$ cat config.mk
export PLATFORM = sky130hd
export DESIGN_NAME = fan_cfg_sequencer
export DESIGN_NICKNAME = d
export VERILOG_FILES = /design/src/rtl/fan_cfg_sequencer.sv
export SDC_FILE = /design/constraint.sdc
export NUM_CORES = 1
export LEC_CHECK = 0
export ABC_AREA = 1
export BUFFER_PORTS_ARGS = -buffer_cell sky130_fd_sc_hd__buf_4
export CORE_MARGIN = 3
export CORE_UTILIZATION = 55
export DETAILED_ROUTE_END_ITERATION = 10
export PLACE_DENSITY = 0.72
export SLEW_MARGIN = 20
export SYNTH_ARGS = -nofsm -noshare
export SYNTH_HDL_FRONTEND = slang
export SYNTH_SLANG_ARGS = --single-unit
$ cat constraint.sdc
create_clock -name clk -period 3.2 [get_ports clk]
set_input_delay 0 -clock clk [delete_from_list [all_inputs] [get_ports clk]]
set_output_delay 0 -clock clk [all_outputs]
set_load 0.02 [all_outputs]
$ cat src/rtl/fan_cfg_sequencer.sv
// Configuration sequencer for a row of reduction-network adder switches.
// Streams one table entry per non-stalled cycle, drains the switch pipeline, then pulses done.
module fan_cfg_sequencer #(
    parameter int unsigned NUM_SW = 8,
    parameter int unsigned SEL_IN = 2,
    parameter int unsigned DEPTH  = 16,
    parameter int unsigned AW     = 4,
    parameter int unsigned LAT    = 2,
    localparam int unsigned SW_W  = 4 + SEL_IN,
    localparam int unsigned CW    = NUM_SW * SW_W
) (
    input  logic                     clk,
    input  logic                     rst,
    input  logic                     i_cfg_we,
    input  logic [AW-1:0]            i_cfg_waddr,
    input  logic [CW-1:0]            i_cfg_wdata,
    input  logic                     i_start,
    input  logic [AW:0]              i_num_entries,
    input  logic                     i_stall,
    output logic                     o_valid,
    output logic [NUM_SW-1:0]        o_add_en,
    output logic [3*NUM_SW-1:0]      o_cmd,
    output logic [SEL_IN*NUM_SW-1:0] o_sel,
    output logic                     o_busy,
    output logic                     o_done,
    output logic [AW-1:0]            o_entry_idx
);

    localparam int unsigned DW = $clog2(LAT + 2);
    localparam logic [AW:0] MAX_N = (AW+1)'(DEPTH);

    typedef enum logic [1:0] {StIdle, StIssue, StDrain, StDone} state_e;

    state_e          state_q, state_d;
    logic [AW-1:0]   idx_q;
    logic [AW:0]     n_q;
    logic [DW-1:0]   drain_q;
    logic [CW-1:0]   cfg_q;
    logic [CW-1:0]   mem_q [DEPTH];

    logic [AW:0]     n_clamp;
    logic            last_issue;
    logic            cfg_wr;
    logic            start_acc;

    assign n_clamp    = (i_num_entries > MAX_N) ? MAX_N : i_num_entries;
    assign last_issue = ({1'b0, idx_q} == (n_q - (AW+1)'(1)));
    assign cfg_wr     = i_cfg_we && ((state_q == StIdle) || (state_q == StDone));
    assign start_acc  = (state_q == StIdle) && i_start;

    always_ff @(posedge clk) begin
        if (rst) begin
            state_q <= StIdle;
        end else begin
            state_q <= state_d;
        end
    end

    always_comb begin
        state_d = state_q;
        unique case (state_q)
            StIdle:  if (i_start) state_d = (n_clamp == '0) ? StDone : StIssue;
            StIssue: if (!i_stall && last_issue) state_d = StDrain;
            StDrain: if (drain_q == DW'(LAT)) state_d = StDone;
            StDone:  state_d = StIdle;
            default: state_d = StIdle;
        endcase
    end

    always_comb begin
        o_valid = (state_q == StIssue) && !i_stall;
        o_busy  = (state_q == StIssue) || (state_q == StDrain);
        o_done  = (state_q == StDone);
    end

    // Config outputs lag the issue by one cycle to match the switch's registered i_valid.
    always_ff @(posedge clk) begin
        if (rst) begin
            idx_q   <= '0;
            n_q     <= '0;
            drain_q <= '0;
            cfg_q   <= '0;
            for (int i = 0; i < DEPTH; i++) begin
                mem_q[i] <= '0;
            end
        end else begin
            cfg_q   <= o_valid ? mem_q[idx_q] : '0;
            drain_q <= (state_q == StDrain) ? drain_q + DW'(1) : '0;
            if (cfg_wr) begin
                mem_q[i_cfg_waddr] <= i_cfg_wdata;
            end
            if (start_acc) begin
                n_q   <= n_clamp;
                idx_q <= '0;
            end else if (o_valid) begin
                idx_q <= idx_q + AW'(1);
            end
        end
    end

    for (genvar j = 0; j < NUM_SW; j++) begin : g_sw
        assign o_sel[j*SEL_IN +: SEL_IN] = cfg_q[j*SW_W +: SEL_IN];
        assign o_cmd[j*3 +: 3]           = cfg_q[j*SW_W + SEL_IN +: 3];
        assign o_add_en[j]               = cfg_q[j*SW_W + SEL_IN + 3];
    end

    assign o_entry_idx = idx_q;

endmodule

==> out/qor.csv <==
metric,value,unit
status,"complete, no violations",
synth warn,0,
CTS tree,built,
largest cells by area after synthesis,"edfxtp_1 (65%), nor2_1 (14%), o21ai_0 (5.7%)",
# resized after CTS,0,
post-route ant nets,0,
Tot GR Track Use,0.289,
Finished Core Util,0.639,
vias in the first global route,25500,
Seq cells post-synth,829,
VDD IR max,448,uV
Synth top area share,0.646,
number of core rows,92,
Main synth FF type,edfxtp_1,
worst-skew pair later-pin latency,0.65,ns
WL final,98000,um
critical path type,flop to flop,
DR iter-0 viols,3797,
startpoint types,flop,
unrepaired setup endpoints after global routing,no,
Post-Syn Nets,3449,
Synth async-reset ratio,0,
core area,63700,sq um
Fmax,358,MHz
period utilization,0.873,
DR vias,26200,
Worst Path Required,3.53,ns
layout cells sized above 1,0.101,
crit end category,flop,
max-slew violations,0,
Chip Height,261,um
total grt overflow,0,
setup TNS,0,ns
total of max-cap violations,0,
Initial Utilization,0.560,
DRC viols,0,
Inserted Clock Buffers,83,
Fin. Hold Viols,0,
DR pass1 iterations,7,
Clock Path Buffers,3,
Slew headroom,0.386,
Via density,6.05,
clk sinks,829,
Pleak,15.5,nW
max incr delay on CP,0.47,ns
"Setup Fix Bufs, Post-CTS",0,
CP Max Fanout,20,
IO Pins,117,
largest net degree at the start of global routing,153,
Port Buffers,116,
Syn Std Cell Area,35700,sq um
Layout area overhead,14.0,%
Final min period,2.79,ns
CP Cell Sequence,inv_1 -> ha_1 -> inv_1 -> nand3_1 -> nor3_2 -> nand2_2 -> nand2_4 -> buf_12,
"delay-heaviest family, CP",simple AND/OR/NAND/NOR gates,
Clock transition at path regs,0.06,ns
initial antenna violation count,1,
worst path arrival time,3.12,ns
depth of the CTS H-tree,3,
Root Buffer,clkbuf_16,
dpl hpwl,53100,um
synthesized instance count,3379,
nets@finish,3486,
"most used cell, CP",inv_1,
crit path buf inv count,3,
Clock Skew,0.0241,ns
routed len/inst,22.6,um
fill count,4815,
sequential share of the synthesized area,0.681,
area of the multi-input gates,9870,sq um
Post-synth top cells,"nor2_1 (1359), edfxtp_1 (768), o21ai_0 (408)",
Die ar.,68000,sq um
HP Class,input pin to flop,
synthesized area per cell,10.6,sq um
pwr dens,633,nW/um^2
Post-synth EDFFs,768,
worst slew pin tran,0.920,ns
Crit-path slowest cell,nor3_2,
DIE WIDTH,261,um
"setup slack, reg-to-reg",0.41,ns
"area leader, netlist",edfxtp_1,
Final setup viols,0,
first-pass GRT wire length,150000,um
most frequent cell after synthesis,nor2_1,
Seq. cell area,24300,sq um
Placer Congestion,0.828,
Cell variety after synth,27,
power breakdown:
part           internal, W  switching [W]  total (W)  leakage (nW)
Sequential          0.0123       0.000189     0.0125          8.43
Clock              0.00569        0.00410    0.00979          1.33
Combinational     0.000962        0.00242    0.00338          5.72
Total               0.0190        0.00671     0.0257          15.5
worst paths after layout:
kind,start,to,depth (start not counted)
worst max-delay path,state_q[0],mem_q[4][12],8
worst min-delay path,i_cfg_wdata[18],mem_q[6][18],3
worst min register to register,drain_q[0],drain_q[0],1
worst max register to register,state_q[0],mem_q[4][12],8
logic make-up after synthesis:
family          after synthesis  synth area share
xor+xnor                      1          0.000246
buf+inv                     372            0.0472
fa+ha+maj                     8           0.00281
flops                       829             0.681
compound gates              683             0.110
simple gates               1486             0.160
worst min-delay path, stage by stage:
cell and delay [ns]:
buf_4 0.08, inv_1 0.27, nor2_1 0.18
cell usage in the layout (no fill, tap or decap), drive strengths merged:
master,n
o21ai,436
nand4,5
o211ai,188
clkbuf,116
dlygate4sd3,59
nor3,6
diode,1
clkinv,25
o22ai,1
inv,82
xor2,1
o221ai,4
edfxtp,768
bufinv,8
a211oi,1
clkinvlp,1
nand2,54
nor2,1359
ha,8
a21oi,53
dfxtp,61
buf,187
nand3,62
flip-flops by register name (all words and copies together) (netlist names):
register,flops
o_entry_idx,4
drain_q,2
cfg_q,48
n_q,5
state_q,2
mem_q,768
area by class of cell:
cell class | count | area share
Clock inverter | 38 | 0.0102
Antenna cell | 1 | 0.0000616
Inverter | 78 | 0.00754
Tap cell | 846 | 0.0260
Timing Repair Buffer | 246 | 0.0590
Clock buffer | 116 | 0.0566
Sequential cell | 829 | 0.598
Multi-Input combinational cell | 2178 | 0.243
routing by layer:
layer	global-route usage	wire length (um)	up-vias
met5	0	0	-
met4	0.107	3320	0
met3	0.0563	10900	202
met2	0.467	47000	1568
met1	0.393	36800	12800
li1	-	-	11700
through the flow:
step | hold WS (ns) | instances | instance area [sq um] | setup slack [ns] | total power, W
final | 0.0180 | 4332 | 40700 | 0.408 | 0.0257
after global routing | 0.0433 | 4331 | 40700 | 0.296 | 0.0265
after global placement | 0.215 | 4118 | 37300 | 0.591 | 0.0159
after detailed placement | 0.229 | 4118 | 37300 | 0.519 | 0.0160
after CTS | 0.00239 | 4331 | 40600 | 0.501 | 0.0257
after floorplan | 0.0768 | 3379 | 35700 | 0.000133 | 0.0149
what timing repair did:
item                                    in CTS  in global routing
endpoints found under the setup margin       0                  0
hold buffers                                59                  0
hold endpoints to repair                   639                  0
Note: power is estimated with default switching activity, not from simulation.
